## config.mk

```make
export PLATFORM = sky130hd
export DESIGN_NAME = acc_iq_avg_ctrl_flat
export DESIGN_NICKNAME = d
export VERILOG_FILES = /design/src/rtl/acc_iq_avg_ctrl_if.sv /design/src/rtl/acc_iq_avg_ctrl.sv /design/src/flat_wrapper.sv
export SDC_FILE = /design/constraint.sdc
export NUM_CORES = 1
export LEC_CHECK = 0
export ABC_CLOCK_PERIOD_IN_PS = 7640
export BUFFER_PORTS_ARGS = -buffer_cell sky130_fd_sc_hd__buf_2
export CORE_MARGIN = 2
export CORE_UTILIZATION = 40
export DETAILED_ROUTE_END_ITERATION = 8
export PLACE_DENSITY = 0.65
export SYNTH_ARGS = -nofsm -noshare
export SYNTH_HDL_FRONTEND = slang
export SYNTH_SLANG_ARGS = --single-unit
export TNS_END_PERCENT = 100
```

## constraint.sdc

```tcl
create_clock -name user_clk -period 7.64 [get_ports user_clk]
set_input_delay 1.146 -clock user_clk [delete_from_list [all_inputs] [get_ports user_clk]]
set_output_delay 1.146 -clock user_clk [all_outputs]
set_load 0.1 [all_outputs]
```

## src/rtl/acc_iq_avg_ctrl_if.sv

```systemverilog
// Bundle of the control, sample-strobe and accumulator-command signals of acc_iq_avg_ctrl.
// master drives the requests and samples; slave is the controller itself.
interface acc_iq_avg_ctrl_if #(
  parameter int CHAN_BITS = 8,
  parameter int CNT_W     = 16
);
  logic                 start;
  logic                 abort;
  logic [CNT_W-1:0]     n_acc;
  logic                 in_valid;
  logic                 in_sof;
  logic                 acc_we;
  logic [CHAN_BITS-1:0] acc_addr;
  logic                 acc_first;
  logic                 busy;
  logic                 done;
  logic [31:0]          status;

  modport master (
    output start, abort, n_acc, in_valid, in_sof,
    input  acc_we, acc_addr, acc_first, busy, done, status
  );

  modport slave (
    input  start, abort, n_acc, in_valid, in_sof,
    output acc_we, acc_addr, acc_first, busy, done, status
  );
endinterface

```

## src/rtl/acc_iq_avg_ctrl.sv

```systemverilog
// Frame-averaging controller: walks IQ samples through channel/frame counters and issues
// one accumulator write per accepted sample, then drains the accumulator pipeline.
module acc_iq_avg_ctrl #(
  parameter int CHAN_BITS = 8,
  parameter int CNT_W     = 16,
  parameter int DRAIN_CYC = 3
) (
  input  logic              user_clk,
  input  logic              user_rst,
  acc_iq_avg_ctrl_if.slave  bus
);

  localparam int DW = (DRAIN_CYC > 1) ? $clog2(DRAIN_CYC) : 1;
  localparam logic [DW-1:0]        DRAIN_LAST = DW'(DRAIN_CYC - 1);
  localparam logic [CHAN_BITS-1:0] CHAN_LAST  = '1;

  typedef enum logic [2:0] {
    IDLE,
    ARM,
    ACCUM,
    DRAIN,
    DONE
  } state_t;

  state_t               state_reg, state_next;
  logic                 start_q_reg, start_q_next;
  logic [CNT_W-1:0]     nacc_reg, nacc_next;
  logic [CHAN_BITS-1:0] chan_reg, chan_next;
  logic [CNT_W-1:0]     frame_reg, frame_next;
  logic [DW-1:0]        drain_reg, drain_next;
  logic                 err_reg, err_next;
  logic                 done_reg, done_next;
  logic                 busy_reg, busy_next;
  logic                 we_reg, we_next;
  logic [CHAN_BITS-1:0] addr_reg, addr_next;
  logic                 first_reg, first_next;
  logic [31:0]          status_reg, status_next;

  logic                 start_edge;
  logic                 take;
  logic [CHAN_BITS-1:0] ch;

  assign start_edge = bus.start & ~start_q_reg;

  always_comb begin
    state_next   = state_reg;
    start_q_next = bus.start;
    nacc_next    = nacc_reg;
    chan_next    = chan_reg;
    frame_next   = frame_reg;
    drain_next   = drain_reg;
    err_next     = err_reg;
    done_next    = done_reg;
    we_next      = 1'b0;
    addr_next    = '0;
    first_next   = 1'b0;
    take         = 1'b0;
    ch           = chan_reg;

    if (bus.abort) begin
      // Abort wins over everything; err is left as-is so software can still see it.
      state_next = IDLE;
      done_next  = 1'b0;
    end else begin
      case (state_reg)
        IDLE, DONE: begin
          if (start_edge) begin
            state_next = ARM;
            nacc_next  = (bus.n_acc == '0) ? CNT_W'(1) : bus.n_acc;
            done_next  = 1'b0;
            err_next   = 1'b0;
            frame_next = '0;
            chan_next  = '0;
          end
        end
        ARM: begin
          if (bus.in_valid && bus.in_sof) begin
            take = 1'b1;
            ch   = '0;
          end
        end
        ACCUM: begin
          if (bus.in_valid) begin
            if (bus.in_sof && (chan_reg != '0)) begin
              err_next   = 1'b1;
              state_next = IDLE;
            end else begin
              take = 1'b1;
              ch   = chan_reg;
            end
          end
        end
        DRAIN: begin
          if (drain_reg == DRAIN_LAST) begin
            state_next = DONE;
            done_next  = 1'b1;
          end else begin
            drain_next = drain_reg + 1'b1;
          end
        end
        default: state_next = IDLE;
      endcase

      // Shared sample path for the ARM entry sample and every ACCUM sample.
      if (take) begin
        we_next    = 1'b1;
        addr_next  = ch;
        first_next = (frame_reg == '0);
        chan_next  = ch + 1'b1;
        state_next = ACCUM;
        if (ch == CHAN_LAST) begin
          frame_next = frame_reg + 1'b1;
          if ((frame_reg + 1'b1) == nacc_reg) begin
            state_next = DRAIN;
            drain_next = '0;
          end
        end
      end
    end

    busy_next = (state_next == ARM) || (state_next == ACCUM) || (state_next == DRAIN);
  end

  // Status word is built from next-state values so it lands in the same cycle as the flags.
  for (genvar gi = 0; gi < 32; gi++) begin : g_status
    if (gi == 31) begin : g_done
      assign status_next[gi] = done_next;
    end else if (gi == 30) begin : g_busy
      assign status_next[gi] = busy_next;
    end else if (gi == 29) begin : g_err
      assign status_next[gi] = err_next;
    end else if (gi < CNT_W) begin : g_frame
      assign status_next[gi] = frame_next[gi];
    end else begin : g_zero
      assign status_next[gi] = 1'b0;
    end
  end

  always_ff @(posedge user_clk or posedge user_rst) begin
    if (user_rst) begin
      state_reg   <= IDLE;
      start_q_reg <= 1'b1;
      nacc_reg    <= '0;
      chan_reg    <= '0;
      frame_reg   <= '0;
      drain_reg   <= '0;
      err_reg     <= 1'b0;
      done_reg    <= 1'b0;
      busy_reg    <= 1'b0;
      we_reg      <= 1'b0;
      addr_reg    <= '0;
      first_reg   <= 1'b0;
      status_reg  <= '0;
    end else begin
      state_reg   <= state_next;
      start_q_reg <= start_q_next;
      nacc_reg    <= nacc_next;
      chan_reg    <= chan_next;
      frame_reg   <= frame_next;
      drain_reg   <= drain_next;
      err_reg     <= err_next;
      done_reg    <= done_next;
      busy_reg    <= busy_next;
      we_reg      <= we_next;
      addr_reg    <= addr_next;
      first_reg   <= first_next;
      status_reg  <= status_next;
    end
  end

  assign bus.acc_we    = we_reg;
  assign bus.acc_addr  = addr_reg;
  assign bus.acc_first = first_reg;
  assign bus.busy      = busy_reg;
  assign bus.done      = done_reg;
  assign bus.status    = status_reg;

endmodule

```

## src/flat_wrapper.sv

```systemverilog
// flat-port wrapper written by rule: the top's interface ports become plain ports
module acc_iq_avg_ctrl_flat 
#(
  parameter int CHAN_BITS = 8,
  parameter int CNT_W     = 16,
  parameter int DRAIN_CYC = 3
)
  (user_clk, user_rst, bus_start, bus_abort, bus_n_acc, bus_in_valid, bus_in_sof, bus_acc_we, bus_acc_addr, bus_acc_first, bus_busy, bus_done, bus_status);
  acc_iq_avg_ctrl_if #(.CHAN_BITS(CHAN_BITS), .CNT_W(CNT_W)) bus_i ();
  input  logic user_clk;
  input  logic user_rst;
  input wire logic [$bits(bus_i.start)-1:0] bus_start;
  input wire logic [$bits(bus_i.abort)-1:0] bus_abort;
  input wire logic [$bits(bus_i.n_acc)-1:0] bus_n_acc;
  input wire logic [$bits(bus_i.in_valid)-1:0] bus_in_valid;
  input wire logic [$bits(bus_i.in_sof)-1:0] bus_in_sof;
  output wire logic [$bits(bus_i.acc_we)-1:0] bus_acc_we;
  output wire logic [$bits(bus_i.acc_addr)-1:0] bus_acc_addr;
  output wire logic [$bits(bus_i.acc_first)-1:0] bus_acc_first;
  output wire logic [$bits(bus_i.busy)-1:0] bus_busy;
  output wire logic [$bits(bus_i.done)-1:0] bus_done;
  output wire logic [$bits(bus_i.status)-1:0] bus_status;
  assign bus_i.start = bus_start;
  assign bus_i.abort = bus_abort;
  assign bus_i.n_acc = bus_n_acc;
  assign bus_i.in_valid = bus_in_valid;
  assign bus_i.in_sof = bus_in_sof;
  assign bus_acc_we = bus_i.acc_we;
  assign bus_acc_addr = bus_i.acc_addr;
  assign bus_acc_first = bus_i.acc_first;
  assign bus_busy = bus_i.busy;
  assign bus_done = bus_i.done;
  assign bus_status = bus_i.status;
  acc_iq_avg_ctrl #(.CHAN_BITS(CHAN_BITS), .CNT_W(CNT_W), .DRAIN_CYC(DRAIN_CYC)) u_core (.user_clk(user_clk), .user_rst(user_rst), .bus(bus_i));
endmodule
```

# Word level (Yosys, flattened, before mapping)
# Cells that the tools add are included.
# word_totals
reg_bits	78
latchBits	0
ram_bits	0
mem_bits_ro	0
input_bits	22
out_inout_bits	44
elab_cells	88
memories	0
# classes
addsub	3
multipliers	0
div	0
order_cmp	0
n_eq_ne	10
n_shift	0
muxes	46
bitwise_logic	3
reduce_logical	13
# op_table
op	count
$mux 16	6
$mux 8	8
$logic_not 16->1	2
$mux 3	7
$add 16x1->16 const B	1
$eq 16x16->1	1
$mux 1	16
$eq 3x2->1 const B	4
$pmux 3 s4	1
$mux 2	5
$add 8x1->8 const B	1
$eq 8x8->1 const B	1
$reduce_bool 8->1	1
$eq 3x1->1 const B	2
$pmux 1 s2	3
$reduce_and 3->1	2
$reduce_bool 2->1	2
$eq 3x3->1 const B	1
$logic_not 3->1	1
$add 2x1->2 const B	1
$eq 2x2->1 const B	1
$logic_and 1x1->1	2
$logic_or 1x1->1	2
$not 1->1	2
other kinds (2)	2

# Depth between registers and ports, before layout
# depth
word_depth	11
mapped_depth	12
mapped_depth_nobuf	10

# Worst setup path before layout
# No wires, ideal clock.
# synth_timing
path_kind	input to register
startpoint	input bus_in_valid
endpoint	register u_core.frame_reg[5]
setup_ns	0.113
arrival_time_ns	2.959
t_required_ns	7.527
slack_ns	4.568
stages	9
n_path_buf	1
cell_sequence	and4bb_2 -> nand2_1 -> and2_1 -> ha_1 -> inv_1 -> nor3_1 -> nand3_1 -> clkbuf_1 -> o41ai_1
# synth_between
elab_chain_cells	8
elab_cells_between_ends	12
classes_between	eq/ne: 1; mux: 10; reduce/logical: 1
# synth_lines
item	line_no	text
start, declared	flat_wrapper.sv:15	input wire logic [$bits(bus_i.in_valid)-1:0] bus_in_valid;
$logic_and 1x1->1	acc_iq_avg_ctrl.sv:77	if (bus.in_valid && bus.in_sof) begin
$mux 8	acc_iq_avg_ctrl.sv:77	
$mux 8	-	
$mux 8	acc_iq_avg_ctrl.sv:60	if (bus.abort) begin
$eq 8x8->1	acc_iq_avg_ctrl.sv:111	if (ch == CHAN_LAST) begin
$mux 16	acc_iq_avg_ctrl.sv:111	
$mux 16 (*)	acc_iq_avg_ctrl.sv:105	if (take) begin
$mux 16 (*)	acc_iq_avg_ctrl.sv:60	
end signal, assigned	acc_iq_avg_ctrl.sv:159	frame_reg <= frame_next;
end, declared	acc_iq_avg_ctrl.sv:29	logic [CNT_W-1:0] frame_reg, frame_next;
# Mark *: on every way between the ends. The rest lies on a longest branch, timed or not. The select of a mux whose other input is x is not followed.
# A chain may end at the register's enable or synchronous reset.

# Worst setup path in the final report
# Same ends and word-level chain as after synthesis.

==> metrics.cfg <==
[clock_network]
root_buffer = clkbuf_8
holdBufCountCts = 0
clk_latency_ns = 0.34
cts_tree = built
cts.sinks = 59
cts-resized-gates = 0
numCtsBuffers = 9
cts_buffer_depth = 2
post_cts_buffers = 0
h-tree-depth = 3
cts.clk_slew.worst_paths_ns = 0.07

[routing]
routed_wl_mm = 7.77
wl_per_cell_um = 15.6
ant_nets = 0
viasPerCell = 5.43
drt-initial-drc-count = 107
firstDrtPassIters = 4
num_vias = 2706
drc_errors = 0

[synth]
synth_ff_type = dfrtp_1
yosysSeqAreaShare = 0.434
async_reset_ff_frac = 1.00
synth_cell_type_count = 59
synth-edff-count = 0
synth_top_area_frac = 0.426
syn_area_mm2 = 0.00341
syn_area_per_cell_um2 = 9.91
syn-instance-count = 344
ys_warn_count = 0
yosysTopAreaCell = dfrtp_1
yosys-top-cells-area = dfrtp_1, buf_4, mux2_2, o21ai_0, xnor2_1
ys_seq_elements = 59

[global_route]
grt_max_degree = 60
grt_pass1_vias = 2535
grt_use_met3 = 0.0407
grt.total_usage = 0.181
grt_pass1_wl_mm = 12.8
busiest_layer = met2
grt.overflow.total = 0
grt_util_met2 = 0.285
antenna_found_initial = 0
grtUsageMet1 = 0.242

[finish]
area_delta_synth_final_pct = 12.4
final_cell_area_mm2 = 0.00383
regArea_mm2 = 0.00148
num_antenna_cells = 0
multi_input_area_mm2 = 0.00173
largest_reg_flops = 16
drive_gt1_frac = 0.247
final_core_util = 0.464
fillCellCount = 788
fin_nets = 415

[placed_design]
dp_hpwl_mm = 5.58
post_dp_cell_area_mm2 = 0.00365
gp_congestion = 0.844
port_buffers = 52

[power_and_ir_drop]
vdd_drop_max_v = 0.000116
p_per_area_mw_per_mm2 = 202
p_leak_nw = 1.71
p_total_mw = 0.775

[sta]
drv_slew = 0
hold_ws_ns = 0.507
fin_tns_setup_ns = 0
fin_skew_ns = 0.0129
slew_headroom = 0.494
tightestPinTransition_ns = 0.756
fmax_mhz = 305
final_hold_viol_count = 0
setup_violations = 0
period_share = 0.429
min_period_ns = 3.28
rsz0062_at_grt = no

[floorplan]
rows = 33
start_util = 0.413
die_y_um = 96.3
die_area_mm2 = 0.00927
die_width_um = 96.3
ioPinCount = 66
core_mm2 = 0.00826

[critical_path]
cp_data_arrival_time_ns = 3.50
r2r_start = u_core.state_reg[0]
crit_path_start_kind = primary input
startpoint = bus_in_valid
cp_max_fo = 19
crit_required_ns = 7.86
r2r_setup_slack_ns = 4.76
path_class = primary input to register
cp-end-kind = register
rr_worst_depth = 10

[hold_path]
worstHoldStart = u_core.chan_reg[7]
hold_path_class = register to register
hold_depth = 1

[status]
outcome = finished, final reports clean

[run]
maxCapViolations = 0

-- worst max-delay path: stages --
cell and delay, ns:
buf_2 0.12, and4bb_2 0.25, nand2_1 0.13, and2_1 0.17
ha_1 0.23, inv_1 0.12, nor3_1 0.24, nand3_1 0.58
a31oi_1 0.36, o21ai_1 0.09, o41ai_1 0.07
-- report_power, final --
group,total (mW),internal [mW],switching [mW]
Sequential,0.367,0.342,0.0255
Clock,0.254,0.125,0.129
Combinational,0.153,0.0541,0.0990
Total,0.775,0.521,0.254
-- per-layer routing --
metal	vias up	routed length (µm)
li1	1289	-
met3	4	520
met4	0	50
met2	99	3680
met5	-	0
met1	1314	3520
-- cell usage after synthesis (5+ instances only) --
cell type	number
xnor2_1	11
buf_2	6
nor4_1	8
mux2_2	10
inv_1	11
mux2_1	5
ha_1	5
a21oi_1	10
nand3_1	18
o31ai_1	7
dfrtp_1	58
xor2_1	10
nor2_1	19
and2_1	14
clkbuf_1	7
buf_4	20
o21ai_1	11
nor3_1	6
nand2_1	25
o21ai_0	20
-- cell type report --
| cell class | instances | area share |
|---|---|---|
| Tap cell | 105 | 0.0343 |
| Clock inverter | 6 | 0.0108 |
| Sequential cell | 59 | 0.386 |
| Multi-Input combinational cell | 253 | 0.451 |
| Clock buffer | 10 | 0.0359 |
| Inverter | 11 | 0.0108 |
| Timing Repair Buffer | 54 | 0.0718 |
-- stage by stage --
step	setup slack, ns	cells
detailed placement	4.06	482
floorplan	4.57	356
CTS	4.41	498
global route	4.10	498
finish	4.36	498
global placement	4.19	482
-- worst paths after layout --
path                                  endpoint
setup / recovery           u_core.frame_reg[5]
hold / removal              u_core.chan_reg[7]
setup reg to reg           u_core.frame_reg[5]
hold reg to reg             u_core.chan_reg[7]
max in group asynchronous  u_core.frame_reg[9]
min in group asynchronous   u_core.chan_reg[7]
-- cell usage in the layout (no fill, tap or decap), drive strengths merged, types with 4 or more instances in the layout --
cell,netlist,routed
ha,5,5
clkbuf,7,10
nor2,19,19
nor2b,4,4
buf,26,54
inv,11,11
nor4,10,10
nand3,19,19
o31ai,7,7
xnor2,12,12
nor3,6,6
o21ai,31,31
xor2,10,10
mux2,15,15
a21oi,10,10
and2,14,14
nand2,26,26
conb,1,13
a22o,4,4
nand4,4,4
dfrtp,58,58
-- kinds of logic after synthesis --
family / share of synthesized area
buf+inv: 0.0727
simple gates: 0.208
fa+ha+maj: 0.0184
mux: 0.0525
xor+xnor: 0.0587
compound gates: 0.155
flops: 0.434
other cells: 0.00110
Note: power is estimated with default switching activity, not from simulation.
